**config.mk**
```make
export PLATFORM = sky130hd
export DESIGN_NAME = mem_arbiter_ctrl_flat
export DESIGN_NICKNAME = d
export VERILOG_FILES = /design/src/rtl/mem_arbiter_ctrl_if.sv /design/src/rtl/mem_arbiter_ctrl.sv /design/src/flat_wrapper.sv
export SDC_FILE = /design/constraint.sdc
export NUM_CORES = 1
export LEC_CHECK = 0
export BUFFER_PORTS_ARGS = -buffer_cell sky130_fd_sc_hd__buf_2
export CAP_MARGIN = 0
export CELL_PAD_IN_SITES_DETAIL_PLACEMENT = 1
export CELL_PAD_IN_SITES_GLOBAL_PLACEMENT = 1
export CORE_ASPECT_RATIO = 0.9
export CORE_MARGIN = 2
export CORE_UTILIZATION = 43
export DETAILED_ROUTE_END_ITERATION = 7
export GPL_TIMING_DRIVEN = 1
export PLACE_DENSITY = 0.92
export SYNTH_ARGS = -nofsm -noshare
export SYNTH_HDL_FRONTEND = slang
export SYNTH_SLANG_ARGS = --single-unit
export TNS_END_PERCENT = 100
```
**constraint.sdc**
```tcl
create_clock -name clk -period 8.41 [get_ports clk]
set_input_delay 0.4205 -clock clk [delete_from_list [all_inputs] [get_ports clk]]
set_output_delay 0.4205 -clock clk [all_outputs]
set_load 0.1 [all_outputs]
```
**src/rtl/mem_arbiter_ctrl_if.sv**
```systemverilog
// Request, response and byte-wide RAM signals shared by the icache, the dcache
// and the external RAM port arbiter.
interface mem_arbiter_ctrl_if #(
   parameter int ADDR_WIDTH = 32
);
   logic                  i_req;
   logic [ADDR_WIDTH-1:0] i_addr;
   logic                  i_flush;
   logic [31:0]           i_data;
   logic                  i_done;

   logic                  d_req;
   logic [ADDR_WIDTH-1:0] d_addr;
   logic                  d_wr;
   logic [31:0]           d_wdata;
   logic [1:0]            d_size;
   logic [31:0]           d_rdata;
   logic                  d_rdone;
   logic                  d_wdone;

   logic [7:0]            mem_din;
   logic [7:0]            mem_dout;
   logic [ADDR_WIDTH-1:0] mem_a;
   logic                  mem_wr;

   // Requester/RAM side of the bus.
   modport master (
      output i_req, i_addr, i_flush, d_req, d_addr, d_wr, d_wdata, d_size, mem_din,
      input  i_data, i_done, d_rdata, d_rdone, d_wdone, mem_dout, mem_a, mem_wr
   );

   // Arbiter side of the bus.
   modport slave (
      input  i_req, i_addr, i_flush, d_req, d_addr, d_wr, d_wdata, d_size, mem_din,
      output i_data, i_done, d_rdata, d_rdone, d_wdone, mem_dout, mem_a, mem_wr
   );
endinterface

```
**src/rtl/mem_arbiter_ctrl.sv**
```systemverilog
// Arbitrates icache fetches and dcache accesses onto a byte-wide RAM port,
// splitting each 1/2/4-byte access into little-endian byte cycles.
module mem_arbiter_ctrl #(
   parameter int ADDR_WIDTH = 32
) (
   input logic              clk,
   input logic              rst,
   mem_arbiter_ctrl_if.slave bus
);

   typedef enum logic [2:0] {IDLE, IREAD, DREAD, DWRITE, DONE} state_t;

   state_t                state;
   logic [2:0]            cnt;
   logic [2:0]            nbytes;
   logic [ADDR_WIDTH-1:0] addr;
   logic [31:0]           wdata;
   logic [31:0]           rbuf;

   logic [2:0]            edge_idx;
   logic [1:0]            byte_sel;
   logic [ADDR_WIDTH-1:0] next_addr;
   logic [31:0]           cap_word;
   logic                  d_go;
   logic                  i_go;

   // NOTE: every variable gets a default before any conditional update, so no latch is inferred.
   always_comb begin
      edge_idx  = cnt + 3'd1;
      byte_sel  = cnt[1:0] - 2'd1;
      next_addr = addr + ADDR_WIDTH'(edge_idx);
      cap_word  = rbuf;
      cap_word[{byte_sel, 3'b000} +: 8] = bus.mem_din;
      d_go      = bus.d_req && (bus.d_size != 2'b00);
      i_go      = bus.i_req && !bus.i_flush;
   end

   // NOTE: state and outputs use <= so every branch reads the pre-edge values of its neighbours.
   always_ff @(posedge clk) begin
      if (rst) begin
         state        <= IDLE;
         cnt          <= '0;
         nbytes       <= '0;
         addr         <= '0;
         wdata        <= '0;
         rbuf         <= '0;
         bus.i_data   <= '0;
         bus.i_done   <= 1'b0;
         bus.d_rdata  <= '0;
         bus.d_rdone  <= 1'b0;
         bus.d_wdone  <= 1'b0;
         bus.mem_a    <= '0;
         bus.mem_dout <= '0;
         bus.mem_wr   <= 1'b0;
      end else begin
         bus.i_done  <= 1'b0;
         bus.d_rdone <= 1'b0;
         bus.d_wdone <= 1'b0;
         case (state)
            IDLE: begin
               cnt  <= '0;
               rbuf <= '0;
               if (d_go) begin
                  addr      <= bus.d_addr;
                  wdata     <= bus.d_wdata;
                  nbytes    <= (bus.d_size == 2'b11) ? 3'd4 : {1'b0, bus.d_size};
                  bus.mem_a <= bus.d_addr;
                  if (bus.d_wr) begin
                     bus.mem_wr   <= 1'b1;
                     bus.mem_dout <= bus.d_wdata[7:0];
                     state        <= DWRITE;
                  end else begin
                     state <= DREAD;
                  end
               end else if (i_go) begin
                  addr      <= bus.i_addr;
                  nbytes    <= 3'd4;
                  bus.mem_a <= bus.i_addr;
                  state     <= IREAD;
               end
            end

            IREAD, DREAD: begin
               if (state == IREAD && bus.i_flush) begin
                  // Branch redirect: abandon the fetch, in-flight bytes are never captured.
                  bus.mem_a <= '0;
                  cnt       <= '0;
                  state     <= IDLE;
               end else begin
                  cnt       <= edge_idx;
                  bus.mem_a <= (edge_idx < nbytes) ? next_addr : '0;
                  if (edge_idx >= 3'd2)
                     rbuf <= cap_word;
                  if (edge_idx == nbytes + 3'd1) begin
                     cnt   <= '0;
                     state <= DONE;
                     if (state == IREAD) begin
                        bus.i_data <= cap_word;
                        bus.i_done <= 1'b1;
                     end else begin
                        bus.d_rdata <= cap_word;
                        bus.d_rdone <= 1'b1;
                     end
                  end
               end
            end

            DWRITE: begin
               if (edge_idx < nbytes) begin
                  cnt          <= edge_idx;
                  bus.mem_a    <= next_addr;
                  bus.mem_dout <= wdata[{edge_idx[1:0], 3'b000} +: 8];
                  bus.mem_wr   <= 1'b1;
               end else begin
                  cnt          <= '0;
                  bus.mem_a    <= '0;
                  bus.mem_dout <= '0;
                  bus.mem_wr   <= 1'b0;
                  bus.d_wdone  <= 1'b1;
                  state        <= DONE;
               end
            end

            // One dead cycle lets the requester refill and drop its request.
            DONE: begin
               cnt   <= '0;
               state <= IDLE;
            end

            default: state <= IDLE;
         endcase
      end
   end

endmodule
```
**src/flat_wrapper.sv**
```systemverilog
// flat-port wrapper written by rule: the top's interface ports become plain ports
module mem_arbiter_ctrl_flat 
#(
   parameter int ADDR_WIDTH = 32
)
  (clk, rst, bus_i_req, bus_i_addr, bus_i_flush, bus_d_req, bus_d_addr, bus_d_wr, bus_d_wdata, bus_d_size, bus_mem_din, bus_i_data, bus_i_done, bus_d_rdata, bus_d_rdone, bus_d_wdone, bus_mem_dout, bus_mem_a, bus_mem_wr);
  mem_arbiter_ctrl_if #(.ADDR_WIDTH(ADDR_WIDTH)) bus_i ();
  input logic clk;
  input logic rst;
  input wire logic [$bits(bus_i.i_req)-1:0] bus_i_req;
  input wire logic [$bits(bus_i.i_addr)-1:0] bus_i_addr;
  input wire logic [$bits(bus_i.i_flush)-1:0] bus_i_flush;
  input wire logic [$bits(bus_i.d_req)-1:0] bus_d_req;
  input wire logic [$bits(bus_i.d_addr)-1:0] bus_d_addr;
  input wire logic [$bits(bus_i.d_wr)-1:0] bus_d_wr;
  input wire logic [$bits(bus_i.d_wdata)-1:0] bus_d_wdata;
  input wire logic [$bits(bus_i.d_size)-1:0] bus_d_size;
  input wire logic [$bits(bus_i.mem_din)-1:0] bus_mem_din;
  output wire logic [$bits(bus_i.i_data)-1:0] bus_i_data;
  output wire logic [$bits(bus_i.i_done)-1:0] bus_i_done;
  output wire logic [$bits(bus_i.d_rdata)-1:0] bus_d_rdata;
  output wire logic [$bits(bus_i.d_rdone)-1:0] bus_d_rdone;
  output wire logic [$bits(bus_i.d_wdone)-1:0] bus_d_wdone;
  output wire logic [$bits(bus_i.mem_dout)-1:0] bus_mem_dout;
  output wire logic [$bits(bus_i.mem_a)-1:0] bus_mem_a;
  output wire logic [$bits(bus_i.mem_wr)-1:0] bus_mem_wr;
  assign bus_i.i_req = bus_i_req;
  assign bus_i.i_addr = bus_i_addr;
  assign bus_i.i_flush = bus_i_flush;
  assign bus_i.d_req = bus_d_req;
  assign bus_i.d_addr = bus_d_addr;
  assign bus_i.d_wr = bus_d_wr;
  assign bus_i.d_wdata = bus_d_wdata;
  assign bus_i.d_size = bus_d_size;
  assign bus_i.mem_din = bus_mem_din;
  assign bus_i_data = bus_i.i_data;
  assign bus_i_done = bus_i.i_done;
  assign bus_d_rdata = bus_i.d_rdata;
  assign bus_d_rdone = bus_i.d_rdone;
  assign bus_d_wdone = bus_i.d_wdone;
  assign bus_mem_dout = bus_i.mem_dout;
  assign bus_mem_a = bus_i.mem_a;
  assign bus_mem_wr = bus_i.mem_wr;
  mem_arbiter_ctrl #(.ADDR_WIDTH(ADDR_WIDTH)) u_core (.clk(clk), .rst(rst), .bus(bus_i));
endmodule
```
======== Word-level counts from Yosys, hierarchy flattened ========
Index checks and enable logic that the tools add are counted.
word-level totals
  output and inout bits ................... 108
  input bits .............................. 112
  register bits after elaboration ......... 213
  word-level logic and storage cells ...... 99
operators by class
  order comparisons ....................... 2
  bitwise operators ....................... 5
  muxes and demuxes ....................... 34
  reductions and logical operators ........ 23
  equal/unequal tests ..................... 13
  shift operators ......................... 3
  $add $sub $neg .......................... 5
operator list
  cell                                                                    count
  32-bit 2-to-1 mux                                                       6
  32-bit one-hot mux with 3 select lines                                  1
  32-bit one-hot mux with 2 select lines                                  1
  3-bit 2-to-1 mux                                                        11
  32-bit by 3-bit adder with 32-bit output                                1
  32-bit bitwise mux                                                      1
  8-bit by 7-bit variable shift with 32-bit output, first input constant  1
  32-bit by 6-bit indexed part select with 8-bit output                   1
  8-bit by 7-bit indexed part select with 32-bit output                   1
  8-bit 2-to-1 mux                                                        3
  3-bit one-hot mux with 3 select lines                                   2
  8-bit one-hot mux with 2 select lines                                   1
  3-bit AND reduction                                                     3
  4-bit AND reduction                                                     2
  2-bit nonzero test                                                      4
  1-bit 2-to-1 mux                                                        7
  5-bit negator with 7-bit output                                         1
  3-bit by 1-bit adder with 3-bit output, second input constant           2
  3-bit by 2-bit equality test with 1-bit output, second input constant   2
  2-bit != test, second input constant                                    3
  3-bit by 1-bit != test with 1-bit output, second input constant         2
  2-bit AND reduction                                                     3
  3-bit nonzero test                                                      2
  2-bit OR reduction                                                      3
  other kinds (14)                                                        21

======== Logic depth before layout (Yosys ltp) ========
  word-level depth ........................ 7
  depth in mapped cells ................... 10
  depth with buffers taken out ............ 8

======== Worst setup path before layout ========
No wires, ideal clock.
  path kind ............................... flip-flop to flip-flop
  from .................................... register u_core.cnt[0]
  to ...................................... register u_core.bus.mem_a[25]
  stages on the path, launching flop included .. 9
  data arrival time ....................... 2.559 ns
  path buffers ............................ 0
  required time ........................... 8.336 ns
  library setup time ...................... 0.074 ns
  clock period less this slack ............ 2.633 ns
  setup slack ............................. 5.777 ns
  cell sequence ........................... dfxtp_1 inv_1 ha_1 ha_1 nand3_1 a211oi_4 nand4_1 or4b_1 o211ai_2
on the way
  longest elaborated chain between the ends .. 5
  elaborated cells on any way between the ends .. 6
  those cells by class .................... add/sub (2); order compare (1); mux (3)
ends and longest elaborated chain
  element                                                                                        RTL line                                                                 source
  start, declared                                                                                mem_arbiter_ctrl.sv:14                                                   logic [2:0] cnt;
  start signal, assigned                                                                         mem_arbiter_ctrl.sv:90                                                   cnt <= edge_idx;
  start signal, assigned                                                                         mem_arbiter_ctrl.sv:110                                                  cnt <= edge_idx;
  3-bit by 1-bit adder with 3-bit output *                                                       mem_arbiter_ctrl.sv:29                                                   edge_idx = cnt + 3'd1;
  32-bit by 3-bit adder with 32-bit output / 3-bit less-than comparator (equally long branches)  mem_arbiter_ctrl.sv:31, mem_arbiter_ctrl.sv:91, mem_arbiter_ctrl.sv:109
  32-bit 2-to-1 mux *                                                                            mem_arbiter_ctrl.sv:91, mem_arbiter_ctrl.sv:109
  32-bit 2-to-1 mux                                                                              mem_arbiter_ctrl.sv:84                                                   if (state == IREAD && bus.i_flush) begin
  32-bit one-hot mux with 3 select lines *                                                       mem_arbiter_ctrl.sv:59                                                   case (state)
  end signal, assigned                                                                           mem_arbiter_ctrl.sv:67                                                   bus.mem_a <= bus.d_addr;
  end signal, assigned                                                                           mem_arbiter_ctrl.sv:91                                                   bus.mem_a <= (edge_idx < nbytes) ? next_addr : '0;
  end signal, assigned                                                                           mem_arbiter_ctrl.sv:111                                                  bus.mem_a <= next_addr;
  end, declared                                                                                  mem_arbiter_ctrl_if.sv:35                                                output i_data, i_done, d_rdata, d_rdone, d_wdone, mem_dout, mem_a, mem_wr
Mark *: on every way between the ends. The rest lies on a longest branch, timed or not.
A chain may end at the register's enable or synchronous reset.

======== Worst setup path in the final report ========
  from .................................... register u_core.cnt[0]
  to ...................................... register u_core.bus.mem_a[22]
Same word-level chain as after synthesis.

==> flow_metrics.tcl <==
set metrics [dict create \
    run_status "finished, final reports clean" \
    finish.net_count 1397 \
    clock_tree_from_tritoncts "done" \
    route.final.wire_length_microns 32400 \
    slew-limit-headroom_pct 17.7 \
    ctsHtreeMaxLevel 1 \
    synthDominantAreaCellType "dfxtp_1" \
    r2r_cells 9 \
    worst_pin_slew_ns 1.23 \
    clock_sinks 213 \
    worst_path_max_delay_cell "ha_1" \
    cts_buffer_depth 3 \
    die_width_microns 161 \
    fillerInstances 2617 \
    worst_hold_path_type "primary input to flip-flop" \
    ys_top_cells_by_area "dfxtp_1 (45%), a211oi_1 (9.2%), a21oi_1 (6.0%)" \
    tritoncts.num_buffers 23 \
    drcViolationCount 0 \
    cts_setup_buffers 0 \
    grt_antenna_before_repair 0 \
    detail-route-antenna-nets 0 \
    power_share_of_the_clock_group_pct 35.4 \
    cp_data_arrival_time_ns 4.55 \
    grt_max_degree 72 \
    intPower_w 0.00199 \
    worst_clock_skew_ns 0.00966 \
    cts.hold.buffers_added 0 \
    fraction_of_layout_instances_using_a_drive_strength_above_1_pct 23.4 \
    syn_area_per_cell_sq_um 8.69 \
    rows 51 \
    gr-usage-all-layers_pct 27.0 \
    fp.coreArea_sq_um 21800 \
    rsz0062_at_grt "false" \
    post_drt_via_cell_ratio 5.90 \
    worstSetupStartpointType "flip-flop" \
    insertion_delay_ns 0.52 \
    place_congestion 0.864 \
    drt_iter0_markers 716 \
    synth.ff_latch_count 213 \
    die_h_microns 146 \
    critical_path.cell_chain "inv_1 > ha_1 > ha_1 > nand2_1 > o21ai_1 > nor3_2 > buf_4 > or3b_1 > a311oi_1" \
    finish.cell_count_without_fillers 1579 \
    worstSetupEndpointType "flip-flop" \
    power.net_switching_w 0.00119 \
    port_buf_inserts 219 \
    power_frac_comb_pct 27.3 \
    synth_sequential_area_ratio_pct 44.5 \
    syn_to_final_growth_pct 21.2 \
    synth_top_area_share_pct 44.5 \
    synth_most_common_cell "dfxtp_1" \
    async_reset_ff_share_pct 0 \
    grt_first_pass_wirelength_microns 51900 \
    layout_min_cycle_time_ns 4.14 \
    switching_share_pct 37.4 \
    detailroute.via_count 9314 \
    p_seq_share_pct 37.3 \
    totalNegativeSetupSlack_ns 0 \
    worst_setup_path_type "flip-flop to flip-flop" \
    synth.cells.most_frequent "dfxtp_1 (213), nor2_1 (147), a211oi_1 (117)" \
    pwr_density_cell_nw_per_um2 274 \
    grt_util_met2_pct 46.6 \
    worstSetupPathDepth 9 \
    synth.distinct_cells 62 \
    dominantRegCellSynth "dfxtp_1" \
    setup_viol 0 \
    vdd_drop_max_uv 145 \
    synth_enable_flop_cells 0 \
    yosysWarningCount 0 \
    first_global_vias 9753 \
    place.detailed.instances 1537 \
    postSynthNetCount 1229 \
    synthesis.instances 1103 \
    worst-path-buf-inv 2 \
    post-dp-hpwl_microns 21700 \
    syn-cell-area_sq_um 9580 \
    grt-ovfl-total 0 \
    slew_violations 0 \
    final.period_utilization_pct 49.2 \
    detailed_routing_iterations_pass_1 5 \
    floorplan.initialDensity_pct 44.0 \
    crit_path_frequent_cell "ha_1" \
    dieArea_sq_um 23500 \
    use_met1_pct 34.3 \
    crit_required_ns 8.82 \
    post_cts.resized_instances 0 \
    globalRoute.busiestLayer "met2" \
    post_drt_wl_per_cell_microns 20.5 \
    cp_top_family "adder cells" \
    antenna_cells 0 \
    holdPathStages 3 \
    clk_transition_reported_paths_ns 0.06 \
    ioPinCount 220 \
    gr-usage-met3_pct 4.22 \
    clockRootBuffer "clkbuf_16" \
    critical_path_peak_fanout 22 \
    final-hold-violation-count 0 \
    p_leak_nw 4.66 \
    fmaxAchievable_mhz 241 \
    timing.critical_path.slowest_cell_delay_ns 0.95 \
    drv_cap 0 \
]
through the flow:
stage	total power, W	utilization [%]	worst slack (ns)	hold slack [ns]	area, sq um
finish	0.00318	53.4	4.27	0.154	11600
global route	0.00329	53.4	3.92	0.169	11600
CTS	0.00318	53.4	4.23	0.149	11600
detailed placement	0.00206	49.5	4.29	0.441	10800
global placement	0.00203	49.5	4.40	0.436	10800
floorplan	0.00186	-	5.78	0.425	9580
area by class of cell:
cell class / count / area (sq um) / share of cell area (%)
sequential: 213 / 4270 / 36.7
inverter: 8 / 30.0 / 0.259
tap: 291 / 364 / 3.13
multi-input combinational: 796 / 4940 / 42.5
timing repair buffer: 229 / 1170 / 10.1
clock buffer: 29 / 638 / 5.49
clock inverter: 13 / 203 / 1.74
kinds of logic after synthesis:
logic type / after synthesis / share of synthesized area (%)
muxes: 33 / 4.49
DFF: 213 / 44.5
and+or+nand+nor: 392 / 19.5
buffers and inverters: 94 / 4.15
AOI/OAI and AO/OA: 334 / 23.3
adders and majority gates: 14 / 1.91
xor gates and xnor gates: 23 / 2.10
power groups by stage:
stage / logic [W] / registers [W] / clock network [W]
global placement: 0.000833 / 0.00120 / 0
detailed placement: 0.000856 / 0.00120 / 0
floorplan: 0.000322 / 0.00154 / 0
finish: 0.000866 / 0.00119 / 0.00113
CTS: 0.000866 / 0.00118 / 0.00113
global route: 0.000917 / 0.00120 / 0.00117
placed cells by master, fill, tap and decap left out, drive strengths merged, types with 11 or more instances in the layout:
| master | count |
|---|---|
| a211oi | 118 |
| nor2b | 46 |
| o2bb2ai | 28 |
| xor2 | 17 |
| and3 | 11 |
| nand3 | 15 |
| o22ai | 14 |
| buf | 229 |
| dfxtp | 213 |
| o21ai | 23 |
| clkbuf | 29 |
| nand2 | 96 |
| mux2i | 25 |
| a21oi | 117 |
| ha | 13 |
| nor2 | 147 |
| nand4 | 14 |
| nor3 | 30 |
flip-flops by register name, indices dropped and copies added (netlist names), 3 cells and up:
name / cells
u_core.bus.i_data: 32
u_core.cnt: 3
u_core.bus.mem_a: 32
u_core.bus.mem_dout: 8
u_core.bus.d_rdata: 32
u_core.wdata: 32
u_core.addr: 32
u_core.rbuf: 32
u_core.state: 3
u_core.nbytes: 3
worst register-to-register path, cell delays in order (launching register included):
cell	delay (ns)
dfxtp_1	0.85
inv_1	0.24
ha_1	0.95
ha_1	0.38
nand2_1	0.06
o21ai_1	0.30
nor3_2	0.26
buf_4	0.28
or3b_1	0.37
a311oi_1	0.33
path summary, 6_finish.rpt:
check,from,endpoint,slack (ns)
worst min-delay path,bus_d_wdata[17],u_core.wdata[17]$_SDFFE_PP0P_,0.15
worst max-delay path,u_core.cnt[0]$_SDFFE_PP0P_,u_core.bus.mem_a[22]$_SDFFE_PP0P_,4.27
worst max register to register,u_core.cnt[0]$_SDFFE_PP0P_,u_core.bus.mem_a[22]$_SDFFE_PP0P_,4.27
worst min register to register,u_core.wdata[18]$_SDFFE_PP0P_,u_core.wdata[18]$_SDFFE_PP0P_,0.46
routing by layer:
| layer | wire, microns | part of all wire [%] | vias up |
|---|---|---|---|
| met5 | 0 | 0 | - |
| met4 | 1060 | 3.3 | 0 |
| met2 | 15700 | 48 | 330 |
| li1 | - | - | 4329 |
| met3 | 1820 | 5.6 | 88 |
| met1 | 13900 | 43 | 4567 |
No activity file was read; power rests on OpenSTA's default activity.
